===== config.mk =====
export PLATFORM = sky130hd
export DESIGN_NAME = pc_stack
export DESIGN_NICKNAME = d
export VERILOG_FILES = /design/src/rtl/pc_pkg.sv /design/src/rtl/ret_stack.sv /design/src/rtl/pc_stack.sv
export SDC_FILE = /design/constraint.sdc
export NUM_CORES = 1
export LEC_CHECK = 0
export BUFFER_PORTS_ARGS = -buffer_cell sky130_fd_sc_hd__buf_4
export CAP_MARGIN = 30
export CORE_ASPECT_RATIO = 1.4
export CORE_UTILIZATION = 30
export CTS_CLUSTER_SIZE = 24
export DETAILED_ROUTE_END_ITERATION = 7
export GPL_ROUTABILITY_DRIVEN = 0
export PLACE_DENSITY = 0.51
export REMOVE_ABC_BUFFERS = 1
export SYNTH_ARGS = -nofsm -noshare
export SYNTH_HDL_FRONTEND = slang
export SYNTH_SLANG_ARGS = --single-unit

===== constraint.sdc =====
create_clock -name clk -period 2.9 [get_ports clk]
set_input_delay 0.58 -clock clk [delete_from_list [all_inputs] [get_ports clk]]
set_output_delay 0.58 -clock clk [all_outputs]
set_load 0.02 [all_outputs]

===== src/rtl/pc_pkg.sv =====
// Shared types and helpers for the picoMIPS program counter / return-address stack.
// The optional sticky error flag in pc_stack is enabled by defining PC_ERR_EN.
package pc_pkg;

   localparam int PSIZE_DEF = 8;
   localparam int DEPTH_DEF = 4;

   typedef enum logic [2:0] {
      OP_HOLD,
      OP_INCR,
      OP_REL,
      OP_ABS,
      OP_CALL,
      OP_RET
   } pc_op_t;

   // Strobe priority: return > call > absolute > relative > increment.
   function automatic pc_op_t resolve_op(
      input logic ret,
      input logic call,
      input logic abs_br,
      input logic rel_br,
      input logic incr
   );
      pc_op_t op;
      op = OP_HOLD;
      if (ret)
         op = OP_RET;
      else if (call)
         op = OP_CALL;
      else if (abs_br)
         op = OP_ABS;
      else if (rel_br)
         op = OP_REL;
      else if (incr)
         op = OP_INCR;
      return op;
   endfunction

endpackage


===== src/rtl/ret_stack.sv =====
// Circular return-address stack: modulo-Depth top pointer plus a 0..Depth
// occupancy counter; full/empty come from the counter only.
module ret_stack import pc_pkg::*; #(
   parameter int Psize = PSIZE_DEF,
   parameter int Depth = DEPTH_DEF
) (
   input  logic             clk,
   input  logic             nreset,
   input  logic             push,
   input  logic             pop,
   input  logic [Psize-1:0] din,
   output logic [Psize-1:0] top,
   output logic             full,
   output logic             empty,
   output logic             ovf,
   output logic             unf
);

   localparam int PW = (Depth > 1) ? $clog2(Depth) : 1;
   localparam int CW = $clog2(Depth + 1);
   localparam logic [CW-1:0] COUNT_MAX = CW'(Depth);

   logic [Psize-1:0] mem [Depth];
   logic [PW-1:0]    tos_reg;
   logic [PW-1:0]    tos_next;
   logic [PW-1:0]    wr_ptr;
   logic [CW-1:0]    count_reg;
   logic [CW-1:0]    count_next;
   logic             do_push;
   logic             do_pop;

   assign full    = (count_reg == COUNT_MAX);
   assign empty   = (count_reg == '0);
   assign do_pop  = pop & ~empty;
   assign do_push = push & ~pop;
   assign wr_ptr  = tos_reg + 1'b1;
   assign top     = mem[tos_reg];

   // When full, wr_ptr lands on the oldest entry, so a push overwrites it.
   assign ovf = do_push & full;
   assign unf = pop & empty;

   always_comb begin
      tos_next   = tos_reg;
      count_next = count_reg;
      if (do_pop) begin
         tos_next   = tos_reg - 1'b1;
         count_next = count_reg - 1'b1;
      end else if (do_push) begin
         tos_next = wr_ptr;
         if (!full)
            count_next = count_reg + 1'b1;
      end
   end

   always_ff @(posedge clk or negedge nreset) begin
      if (!nreset) begin
         tos_reg   <= '0;
         count_reg <= '0;
      end else begin
         tos_reg   <= tos_next;
         count_reg <= count_next;
      end
   end

   always_ff @(posedge clk or negedge nreset) begin
      if (!nreset) begin
         for (int i = 0; i < Depth; i++)
            mem[i] <= '0;
      end else if (do_push) begin
         for (int i = 0; i < Depth; i++)
            if (wr_ptr == PW'(i))
               mem[i] <= din;
      end
   end

endmodule


===== src/rtl/pc_stack.sv =====
// picoMIPS program counter with shared adder, strobe priority mux and RAS.
// Define PC_ERR_EN to build the sticky err flag (cleared by errclr).
module pc_stack import pc_pkg::*; #(
   parameter int Psize = PSIZE_DEF,
   parameter int Depth = DEPTH_DEF
) (
   input  logic             clk,
   input  logic             nreset,
   input  logic             en,
   input  logic             PCincr,
   input  logic             PCrelbranch,
   input  logic             PCabsbranch,
   input  logic             PCcall,
   input  logic             PCret,
   input  logic [Psize-1:0] Branchaddr,
   input  logic             errclr,
   output logic [Psize-1:0] PCout,
   output logic             sp_full,
   output logic             sp_empty,
   output logic             err
);

   pc_op_t           op;
   logic [Psize-1:0] pc_reg;
   logic [Psize-1:0] pc_next;
   logic [Psize-1:0] addend;
   logic [Psize-1:0] sum;
   logic [Psize-1:0] ras_top;
   logic             push;
   logic             pop;
   logic             ovf;
   logic             unf;
   logic             ret_empty;

   assign op        = resolve_op(PCret, PCcall, PCabsbranch, PCrelbranch, PCincr);
   assign ret_empty = (op == OP_RET) && sp_empty;

   // Single adder: only a relative branch adds the offset, everything else adds 1.
   assign addend = (op == OP_REL) ? Branchaddr : Psize'(1);
   assign sum    = pc_reg + addend;

   always_comb begin
      pc_next = pc_reg;
      case (op)
         OP_INCR: pc_next = sum;
         OP_REL:  pc_next = sum;
         OP_ABS:  pc_next = Branchaddr;
         OP_CALL: pc_next = Branchaddr;
         OP_RET:  pc_next = ret_empty ? sum : ras_top;
         default: pc_next = pc_reg;
      endcase
   end

   always_ff @(posedge clk or negedge nreset) begin
      if (!nreset)
         pc_reg <= '0;
      else if (en)
         pc_reg <= pc_next;
   end

   assign push  = en && (op == OP_CALL);
   assign pop   = en && (op == OP_RET);
   assign PCout = pc_reg;

   ret_stack #(
      .Psize (Psize),
      .Depth (Depth)
   ) u_ret_stack (
      .clk    (clk),
      .nreset (nreset),
      .push   (push),
      .pop    (pop),
      .din    (sum),
      .top    (ras_top),
      .full   (sp_full),
      .empty  (sp_empty),
      .ovf    (ovf),
      .unf    (unf)
   );

`ifdef PC_ERR_EN
   logic err_reg;

   // A new error wins over a clear in the same cycle.
   always_ff @(posedge clk or negedge nreset) begin
      if (!nreset)
         err_reg <= 1'b0;
      else if (en) begin
         if (ovf || unf)
            err_reg <= 1'b1;
         else if (errclr)
            err_reg <= 1'b0;
      end
   end

   assign err = err_reg;
`else
   logic unused_err_inputs;

   assign err               = 1'b0;
   assign unused_err_inputs = errclr ^ ovf ^ unf;
`endif

endmodule

After elaboration in Yosys (flattened, before gate mapping)
Index checks and enable logic that the tools add are counted.
{ "word_totals": {"ff_bits": 45, "inputBits": 17, "out_inout_bits": 11, "elab_cells": 59} }
{ "classes": {"n_eq_ne": 10, "n_addsub": 5, "reduce_logical": 15, "n_mux": 16, "order_cmp": 1, "bitwise": 5} }
{ "ops": {"columns": ["op", "n"], "rows": [
  ["$mux 8", 4],
  ["$pmux 8 s3", 1],
  ["$bmux 8 s2", 1],
  ["$mux 3", 5],
  ["$reduce_and 2->1", 6],
  ["$eq 3x3->1 const B", 3],
  ["$add 8x8->8", 1],
  ["$mux 2", 4],
  ["$eq 3x2->1 const B", 2],
  ["$eq 2x2->1 const B", 2],
  ["$reduce_or 2->1", 2],
  ["$add 3x1->3 const B", 1],
  ["$eq 3x1->1 const B", 1],
  ["$ge 3x3->1 const B", 1],
  ["$logic_and 1x1->1", 3],
  ["$logic_not 3->1", 1],
  ["$not 2->3", 1],
  ["$reduce_bool 3->1", 1],
  ["$sub 3x1->3 const B", 1],
  ["$add 2x1->2 const B", 1],
  ["$and 1x1->1", 2],
  ["$eq 2x1->1 const B", 1],
  ["$logic_not 2->1", 1],
  ["$ne 2x1->1 const B", 1],
  ["other kinds (4)", 5]
]} }

Logic depth before layout (Yosys ltp)
Gate-level depths: netlist of run 1.
{ "depth": {"ltp_word": 11, "mapped_depth": 10, "mapped_depth_nobuf": 9} }

Cells and area by module
Synthesis of run 1 repeated with hierarchy kept, for this count alone.
{ "unflattened": {"cells_unflattened": 228, "hier_area_um2": 2851.5} }
{ "modules_own_cells": {"columns": ["module", "cells_per_inst", "area_per_inst_um2", "seq_area_each_um2", "instances"], "rows": [
  ["ret_stack", 124, 1983.2, 925.9, 1],
  ["pc_stack", 104, 868.3, 200.2, 1]
]} }

Least setup slack after synthesis of run 1
Ideal clock, no wire load.
{ "synth_path": {"kind": "input to register", "startpoint": "input port PCret", "endpoint": "register pc_reg[4] (netlist: PCout[4])", "setup_slack_ps": 25, "setup_ps": 128, "required_time_ps": 2772, "arrival_time_ps": 2747, "n_path_buf": 1, "cell_stages": 10, "cell_sequence": "buf_6 nor4b_4 nand2b_1 ha_1 fa_1 a21o_2 a21oi_1 xor2_1 o21ai_0 mux2_1"} }
{ "synth_via": {"elab_chain_cells": 6, "word_cells_on_any_way": 15, "cone_classes": "add/sub (1); eq/ne (5); mux (4); reduce/logical (5)"} }
{ "synth_rtl": {"columns": ["item", "line", "text"], "rows": [
  ["start, declared", "pc_stack.sv:14", "input logic PCret,"],
  ["$mux 3 *", "pc_pkg.sv:27", "if (ret)"],
  ["$eq 3x2->1", "pc_stack.sv:39, pc_stack.sv:44", null],
  ["$mux 8", "pc_stack.sv:39", "assign addend = (op == OP_REL) ? Branchaddr : Psize'(1);"],
  ["$add 8x8->8", "pc_stack.sv:40", "assign sum = pc_reg + addend;"],
  ["$mux 8", "pc_stack.sv:49", "OP_RET: pc_next = ret_empty ? sum : ras_top;"],
  ["$pmux 8 s3", "pc_stack.sv:44", "case (op)"],
  ["end signal, assigned", "pc_stack.sv:58", "pc_reg <= pc_next;"],
  ["end, declared", "pc_stack.sv:24", "logic [Psize-1:0] pc_reg;"]
]} }
Mark *: on every way between the ends. The rest lies on a longest branch, timed or not.
A chain may end at the register's enable or synchronous reset.

Worst setup path after layout of run 1
Same ends and word-level chain as after synthesis.

==> flow_summary.yaml, run 1 <==
finish:
  final_common_cell: "dfrtp_1"
  fillerInstances: 828
  drive_gt1_share_pct: 26.5
  final_cell_count_no_fill: 374
  antennaDiodeCount: 0
  fin_nets: 301
  areaGrowthSynthToFinish_pct: 20.4
  design_area_mm2: 0.00306
  largest_reg_flops: 32
  layout_common_cells: "45 x dfrtp_1, 37 x buf_4, 36 x nand2_1"
clock_network:
  clock_path_buffers: 2
  numCtsBuffers: 5
  cts_sinks: 45
  clk-insertion-delay-late_ps: 290
  clk_pin_slew_worst_paths_ps: 70
  cts_setup_buffers: 0
  post_cts_resized: 0
  cts-root-buf: "clkbuf_16"
  h-tree-depth: 2
  cts_tree: "yes"
  hold_buffers: 0
power:
  power.leakage_nw: 1.38
  cellPowerDensity_mw_per_mm2: 997
  total_power_mw: 3.05
  peakVddDrop_v: 0.000324
run:
  timing.max_cap.violations: 0
routing:
  route.detailed.drc: 0
  via_per_inst: 4.88
  drt-wirelength-per-cell_um: 14.7
  wl_met2_um: 2890
  drtIter0Drc: 78
  first_pass_iters: 4
  route.vias.total: 1824
  wl_met3_um: 90
  wl_met1_um: 2400
  totalWireLength_um: 5490
  dr.max_layer_used: "met4"
  detail-route-antenna-nets: 0
critical_path:
  worstSetupStartpointType: "primary input"
  critPathBufInv: 1
  max_stage_delay_ps: 430
  end_kind: "flop"
  cp_max_fo: 3
  slowest_stage: "fa_1"
  arrival_ps: 2770
  required_ps: 3070
  crit_type: "primary input to flop"
  cp_top_family: "adder cells"
  path_cells: "buf_4 > nor4b_4 > nand2b_1 > ha_1 > fa_1 > a21o_2 > a21oi_1 > xor2_1 > o21ai_0 > mux2_1"
global_routing:
  antenna_found_initial: 0
  grt_pass1_wl_um: 9400
  gr-usage-all-layers_pct: 14.0
  grt_max_degree: 46
  overflow: 0
  first_global_vias: 1917
sta:
  final.setup_skew_ps: 8.34
  hold_viol: 0
  worstMarginPinSlew_ps: 621
  fin_crit_ps: 2590
  slew_viol_final: 0
  grt_setup_unrepaired: "no"
  fmax_mhz: 385
  maxSlewHeadroom_pct: 58.5
  fin_crit_sh_pct: 89.5
  setup_violations: 0
  timing.hold.ws_ps: 285
yosys:
  yosys_warnings: 0
  avgSynthCellArea_um2: 10.8
  syn_inst: 236
  ys_ff_latch: 45
  yosysSeqAreaShare_pct: 44.3
  synth_area_mm2: 0.00254
  synth.distinct_cells: 45
die:
  num_io_pins: 28
  die_w_um: 79.8
  core.rowCount: 39
  die_h_um: 111
  core_area_mm2: 0.00820
  die_area_mm2: 0.00886
  start_util_pct: 31.0
place:
  place_inst: 366
  dpl.hpwl_um: 4120
  place_area_mm2: 0.00291
  io_buffers: 25
worst_hold_path:
  hold_path_class: "primary input to asynchronous set/reset pin"
status:
  outcome: "finished, final reports clean"
cells in the mapped netlist, drive strengths merged:
cell type  number  area share (%)
a211oi          2            0.59
a21boi          1            0.30
a21o            2            0.64
a21oi           7             1.5
a221oi          2            0.93
a22o            2            0.69
a22oi           3            0.89
a31oi           2            0.49
and2            8             2.0
buf             4             1.6
clkbuf          6            0.89
conb            1            0.15
dfrtp          45              44
fa              2             1.6
ha             11             5.4
inv             8             1.2
mux2           11             5.0
mux4            8             7.1
nand2          36             5.3
nand2b          5             1.2
nor2            5            0.74
nor2b           2            0.49
nor3            1            0.39
nor3b           2            0.59
nor4b           1            0.93
o2111a          1            0.49
o211ai          1            0.30
o21a            1            0.30
o21ai          36             7.1
o221ai          1            0.34
o22ai           3            0.74
o31ai           5             2.0
or2             1            0.25
or3             1            0.44
or4b            1            0.39
xnor2           6             2.1
xor2            2            0.69
power by group:
part           switching, mW  internal (mW)
combinational          0.625          0.692
sequential             0.232          0.910
clock                  0.247          0.347
cell families after synthesis:
group / Yosys count / share of synthesized area [%]
AOI/OAI and AO/OA: 69 / 17.3
and+or+nand+nor: 63 / 12.7
DFF: 45 / 44.3
muxes: 19 / 12.1
buffers and inverters: 18 / 3.69
adders and majority gates: 13 / 6.98
xor gates and xnor gates: 8 / 2.75
other: 1 / 0.147
routing by layer:
metal	track usage, %	vias to the layer above
met5	0	-
met4	6.07	0
met3	2.06	5
met2	24.6	18
met1	16.5	891
li1	-	910
worst paths after layout:
kind | startpoint | endpoint | slack (ps) | cells after the start
max | PCret | PCout[4]$_DFFE_PN0P_ | 310 | 10
min | nreset | u_ret_stack.mem[23]$_DFFE_PN0P_ | 290 | 1
min in group clk | u_ret_stack.mem[28]$_DFFE_PN0P_ | u_ret_stack.mem[28]$_DFFE_PN0P_ | 480 | 2
min reg2reg | u_ret_stack.mem[28]$_DFFE_PN0P_ | u_ret_stack.mem[28]$_DFFE_PN0P_ | 480 | 2
max reg2reg | PCout[0]$_DFFE_PN0P_ | PCout[4]$_DFFE_PN0P_ | 730 | 7
max in group asynchronous | nreset | u_ret_stack.mem[24]$_DFFE_PN0P_ | 2210 | 1
metrics by stage:
stage               TNS (ps)  util (%)  setup WS (ps)
detailed placement     -24.8      35.4          -16.6
floorplan                  0         -            148
CTS                        0      37.3            282
global route               0      37.3            139
finish                     0      37.3            306
global placement       -79.4      35.4          -38.7
final cells by class:
| class | count | area [um^2] | area share, % |
|---|---|---|---|
| clock inverter | 2 | 17.5 | 0.572 |
| timing repair buffer | 38 | 298 | 9.73 |
| inverter | 8 | 30.0 | 0.981 |
| tap | 102 | 128 | 4.17 |
| clock buffer | 6 | 139 | 4.54 |
| multi-input combinational | 173 | 1320 | 43.2 |
| sequential | 45 | 1130 | 36.8 |
Power figures use the tool's default switching activity.
==> run 2, diff against run 1 <==
--- a/config.mk
+++ b/config.mk
@@ -13,7 +13,6 @@
 export DETAILED_ROUTE_END_ITERATION = 7
 export GPL_ROUTABILITY_DRIVEN = 0
 export PLACE_DENSITY = 0.51
-export REMOVE_ABC_BUFFERS = 1
 export SYNTH_ARGS = -nofsm -noshare
 export SYNTH_HDL_FRONTEND = slang
 export SYNTH_SLANG_ARGS = --single-unit
==> run 2 against run 1 <==
Against the previous run: die area unchanged; setup slack improved by 30 ps; via count increased by 0.16%; count of clock-buffer cells in the layout decreased by 1; global-route usage decreased by 0.28 points; utilization increased by 0.26 points; total power increased by 3.1%.
==> flow_summary.yaml, run 2 (synthesized netlist as in run 1, its figures left out) <==
status:
  outcome: "finished, final reports clean"
global_routing:
  grt_max_degree: 46
  gr-usage-all-layers_pct: 13.7
  antenna_found_initial: 0
  grt_pass1_wl_um: 9100
  first_global_vias: 1772
  overflow: 0
critical_path:
  arrival_ps: 2720
  reg2reg_setup_slack_ps: 770
  end_kind: "flop"
  r2r_cells: 7
  cp_max_fo: 6
  r2r-start: "PCout[0]$_DFFE_PN0P_"
  endpoint: "u_ret_stack.mem[15]$_DFFE_PN0P_"
  setup.worst_path.start: "PCret"
  worstSetupStartpointType: "primary input"
  crit_type: "primary input to flop"
  r2r_end: "PCout[4]$_DFFE_PN0P_"
  required_ps: 3060
finish:
  utilization_pct: 37.6
  largest_reg_flops: 32
  drive_gt1_share_pct: 26.5
  layout_common_cells: "45 x dfrtp_1, 38 x buf_4, 36 x nand2_1"
  antennaDiodeCount: 0
  design_area_mm2: 0.00308
  fin_nets: 301
  areaGrowthSynthToFinish_pct: 21.2
  final_cell_count_no_fill: 374
  final_common_cell: "dfrtp_1"
die:
  num_io_pins: 28
  core_area_mm2: 0.00820
  die_area_mm2: 0.00886
  core.rowCount: 39
  die_w_um: 79.8
  start_util_pct: 31.0
  die_h_um: 111
sta:
  setup_tns_ps: 0
  slew_viol_final: 0
  grt_setup_unrepaired: "no"
  fin_ws_ps: 335
  fin_crit_sh_pct: 88.4
  worstMarginPinSlew_ps: 613
  hold_viol: 0
  fmax_mhz: 390
  timing.hold.ws_ps: 291
  maxSlewHeadroom_pct: 59.1
  setup_violations: 0
  final.setup_skew_ps: 6.54
  fin_crit_ps: 2560
run:
  timing.max_cap.violations: 0
place:
  place_area_mm2: 0.00289
  post-place-ws_ps: -4.39
  io_buffers: 25
  dpl.hpwl_um: 3990
  place_inst: 366
routing:
  drtIter0Drc: 97
  dr.max_layer_used: "met4"
  wl_met3_um: 151
  drt-wirelength-per-cell_um: 14.5
  wl_met2_um: 2800
  totalWireLength_um: 5420
  via_per_inst: 4.89
  route.vias.total: 1827
  wl_met1_um: 2360
  first_pass_iters: 4
  route.detailed.drc: 0
  detail-route-antenna-nets: 0
clock_network:
  clk_pin_slew_worst_paths_ps: 70
  clk-insertion-delay-late_ps: 290
  cts-root-buf: "clkbuf_16"
  cts_sinks: 45
  cts_setup_buffers: 0
  numCtsBuffers: 5
  clock_path_buffers: 2
  post_cts_resized: 0
  h-tree-depth: 2
  hold_buffers: 0
  cts_tree: "yes"
power:
  power.leakage_nw: 1.39
  cellPowerDensity_mw_per_mm2: 1020
  peakVddDrop_v: 0.000402
  total_power_mw: 3.15
worst_hold_path:
  hold_path_class: "primary input to asynchronous set/reset pin"
yosys:
  syn-num-nets: 266
[run 2: where the power goes]
part / leakage (nW) / internal, mW / switching, mW
Sequential: 0.565 / 0.910 / 0.229
Combinational: 0.730 / 0.665 / 0.609
Clock: 0.0938 / 0.492 / 0.244
Total: 1.39 / 2.07 / 1.08
[run 2: final cells by class]
type,instances,area (um^2)
multi-input combinational,173,1320
sequential,45,1130
timing repair buffer,38,285
inverter,8,30.0
fill,816,5110
tap,102,128
clock buffer,5,125
clock inverter,3,65.1
[run 2: how the worst min path moves through the flow]
stage,from,to,cells after the start
floorplan,nreset,PCout[0]$_DFFE_PN0P_,0
global placement,u_ret_stack.mem[28]$_DFFE_PN0P_,u_ret_stack.mem[28]$_DFFE_PN0P_,2
detailed placement,u_ret_stack.mem[30]$_DFFE_PN0P_,u_ret_stack.mem[30]$_DFFE_PN0P_,2
CTS,nreset,u_ret_stack.mem[23]$_DFFE_PN0P_,1
global route,nreset,u_ret_stack.mem[15]$_DFFE_PN0P_,1
finish,nreset,u_ret_stack.mem[23]$_DFFE_PN0P_,1
[run 2: critical path: stages]
cell and delay, ps:
buf_4 120, nor4b_4 330, buf_4 200, and2_1 130, ha_1 280, o211ai_1 200, o21ai_1 120, o31ai_1 330
xnor2_1 290, o21ai_1 130
[run 2: routing by layer]
metal / up-vias / GRT usage (%)
met5: - / 0
met4: 0 / 5.71
li1: 913 / -
met2: 22 / 22.8
met3: 5 / 3.29
met1: 887 / 16.7
==> run 3, diff against run 2 <==
--- a/config.mk
+++ b/config.mk
@@ -5,6 +5,7 @@
 export SDC_FILE = /design/constraint.sdc
 export NUM_CORES = 1
 export LEC_CHECK = 0
+export ABC_AREA = 1
 export BUFFER_PORTS_ARGS = -buffer_cell sky130_fd_sc_hd__buf_4
 export CAP_MARGIN = 30
 export CORE_ASPECT_RATIO = 1.4
==> run 3 against run 2 <==
Against the previous run: cell area is 1.6% higher; critical path depth is 1 higher; sequential power hardly changed; register-to-register slack better by 80 ps; count of clock-buffer cells in the layout is 2 higher; setup slack better by 240 ps; non-clock buffer count is 9 lower; sequential cell count stayed put.
==> flow_summary.yaml, run 3 <==
finish:
  multiInputGateArea_mm2: 0.00133
  fillerInstances: 913
  areaGrowthSynthToFinish_pct: 17.7
  utilization_pct: 36.4
  antennaDiodeCount: 0
  final_common_cell: "nand2_1"
  drive_gt1_share_pct: 13.3
  fin_nets: 413
  ff_latch_area_mm2: 0.00113
  largest_reg_flops: 32
  layout_common_cells: "109 x nand2_1, 45 x dfrtp_1, 38 x inv_1"
clock_network:
  cts_tree: "yes"
  clk_pin_slew_worst_paths_ps: 60
  hold_buffers: 0
  numCtsBuffers: 5
  cts_setup_buffers: 0
  clock_path_buffers: 2
  clk-insertion-delay-late_ps: 290
  post_cts_resized: 0
  cts-root-buf: "clkbuf_16"
  cts_sinks: 45
  h-tree-depth: 2
yosys:
  synth-simple-area-share_pct: 30.1
  yosys_warnings: 0
  ys_ff_latch: 45
  synth_most_common_cell: "nand2_1"
  synthXorXnorAreaFrac_pct: 1.97
  synth.distinct_cells: 27
  synthTopCellsByCount: "109 x nand2_1, 45 x dfrtp_1, 38 x inv_1, 32 x nand3_1, 28 x nor2_1"
  yosys.area.top_type: "dfrtp_1"
  yosysSeqAreaShare_pct: 42.3
  async_flop_share_pct: 100
  syn_inst: 356
  synth_mux_area_share_pct: 0
  ys.flop_type: "dfrtp_1"
  syn-num-nets: 386
  synth_area_mm2: 0.00266
  synth_top_family_by_area: "simple AND/OR/NAND/NOR gates"
  synth_edf_count: 0
  yosys.area.top_type_share_pct: 42.3
  synth_area_leaders: "dfrtp_1 42%, nand2_1 15%, nand3_1 6.0%, inv_1 5.4%, ha_1 5.2%"
  yosys.area_share.adder_pct: 6.68
  synth_compound_area_share_pct: 11.0
  avgSynthCellArea_um2: 7.48
critical_path:
  cp_top_family: "simple AND/OR/NAND/NOR gates"
  worstSetupStartpointType: "primary input"
  end_kind: "flop"
  cp_max_fo: 5
  max_stage_delay_ps: 440
  path_cells: "buf_4 > nor2_2 > nand2_2 > inv_2 > nand3_1 > ha_1 > fa_1 > nand4_1 > nand4_1 > nand3_1 > o21ai_0"
  arrival_ps: 2490
  slowest_stage: "fa_1"
  critPathBufInv: 2
  required_ps: 3070
  crit_type: "primary input to flop"
place:
  dpl.hpwl_um: 4940
  io_buffers: 25
power:
  total_power_mw: 3.07
  sw_frac_of_total_pct: 40.4
  p_clk_share_pct: 21.7
  power.leakage_nw: 1.63
  combinationalPowerShare_pct: 41.9
  power_switching_mw: 1.24
  intPower_mw: 1.83
  pwr-share-seq_pct: 36.4
  cellPowerDensity_mw_per_mm2: 980
  peakVddDrop_v: 0.000418
routing:
  drt-wirelength-per-cell_um: 14.0
  route.vias.total: 2348
  route.detailed.drc: 0
  first_pass_iters: 4
  detail-route-antenna-nets: 0
  via_per_inst: 4.80
  drtIter0Drc: 175
  totalWireLength_um: 6830
sta:
  slew_viol_final: 0
  final.setup_skew_ps: 6.54
  grt_setup_unrepaired: "no"
  worstMarginPinSlew_ps: 598
  fin_crit_ps: 2320
  maxSlewHeadroom_pct: 60.2
  setup_tns_ps: 0
  hold_viol: 0
  fmax_mhz: 431
  setup_violations: 0
  fin_crit_sh_pct: 80.0
global_routing:
  first_global_vias: 2274
  antenna_found_initial: 0
  overflow: 0
  grt_max_degree: 46
  gr-usage-all-layers_pct: 16.2
  grt_pass1_wl_um: 11200
worst_hold_path:
  hold_path_class: "primary input to asynchronous set/reset pin"
die:
  num_io_pins: 28
  core.rowCount: 40
  die_area_mm2: 0.00926
  die_w_um: 81.6
  die_h_um: 113
  start_util_pct: 30.9
  core_area_mm2: 0.00861
run:
  timing.max_cap.violations: 0
status:
  outcome: "finished, final reports clean"
-- run 3: changes by cell type after synthesis, moves of 5 or more --
cell / delta
nand2_1: +73
nand3_1: +32
xnor2_1: -5
mux4_2: -8
nor2_1: +23
buf_2: +7
a21oi_1: +10
clkbuf_1: -6
and2_1: -8
mux2_2: -8
nand2b_1: -5
inv_1: +30
-- run 3: final timing paths --
check,start,to,slack (ps),depth (start not counted)
min reg2reg,u_ret_stack.mem[7]$_DFFE_PN0P_,u_ret_stack.mem[7]$_DFFE_PN0P_,480,2
min,nreset,u_ret_stack.mem[24]$_DFFE_PN0P_,310,1
max,PCret,u_ret_stack.mem[14]$_DFFE_PN0P_,580,11
min in group clk,u_ret_stack.mem[7]$_DFFE_PN0P_,u_ret_stack.mem[7]$_DFFE_PN0P_,480,2
max reg2reg,u_ret_stack.tos_reg[1]$_DFFE_PN0P_,u_ret_stack.mem[22]$_DFFE_PN0P_,850,6
max in group asynchronous,nreset,u_ret_stack.mem[15]$_DFFE_PN0P_,2200,1
-- run 3: area by class of cell --
class                      instances  share of cell area (%)
timing repair buffer              29                    6.95
inverter                          42                    5.03
sequential                        45                    35.9
tap                              105                    4.19
clock buffer                       7                    4.55
multi-input combinational        260                    42.4
clock inverter                     1                   0.958
-- run 3: worst register-to-register path: stages, from the launching register on --
cell and delay, ps:
dfrtp_1 590, inv_1 330, ha_1 280, nand2_1 340
inv_1 200, nand3_1 120, o21ai_0 90
-- run 3: cell families (layout without fill, tap and decap cells) --
family / after synthesis / after routing
AOI/OAI and AO/OA: 56 / 56
xor gates and xnor gates: 6 / 6
adders and majority gates: 13 / 13
buffers and inverters: 51 / 79
DFF: 45 / 45
other: 1 / 1
and+or+nand+nor: 184 / 184
-- run 3: per-stage QoR --
stage / std cells / worst slack, ps / cell area, um^2 / hold slack (ps)
5_1_grt: 489 / 354 / 3130 / 351
2_1_floorplan: 356 / 689 / 2660 / 284
6_report: 489 / 579 / 3130 / 307
3_3_place_gp: 481 / 305 / 2960 / 462
4_1_cts: 489 / 574 / 3130 / 329
3_5_place_dp: 481 / 282 / 2960 / 467
-- run 3: metal layers --
| layer | wire length [um] | global-route usage [%] |
|---|---|---|
| met2 | 3390 | 27.6 |
| met5 | 0 | 0 |
| met1 | 2980 | 19.4 |
| met3 | 251 | 3.04 |
| met4 | 204 | 6.90 |
-- run 3: power by group through the flow --
stage	registers, mW	clock network [mW]	logic [mW]
after global placement	1.12	0	1.28
after floorplan	1.12	0	0.884
final	1.12	0.666	1.29
after global routing	1.16	0.715	1.48
after CTS	1.12	0.687	1.30
after detailed placement	1.13	0	1.29
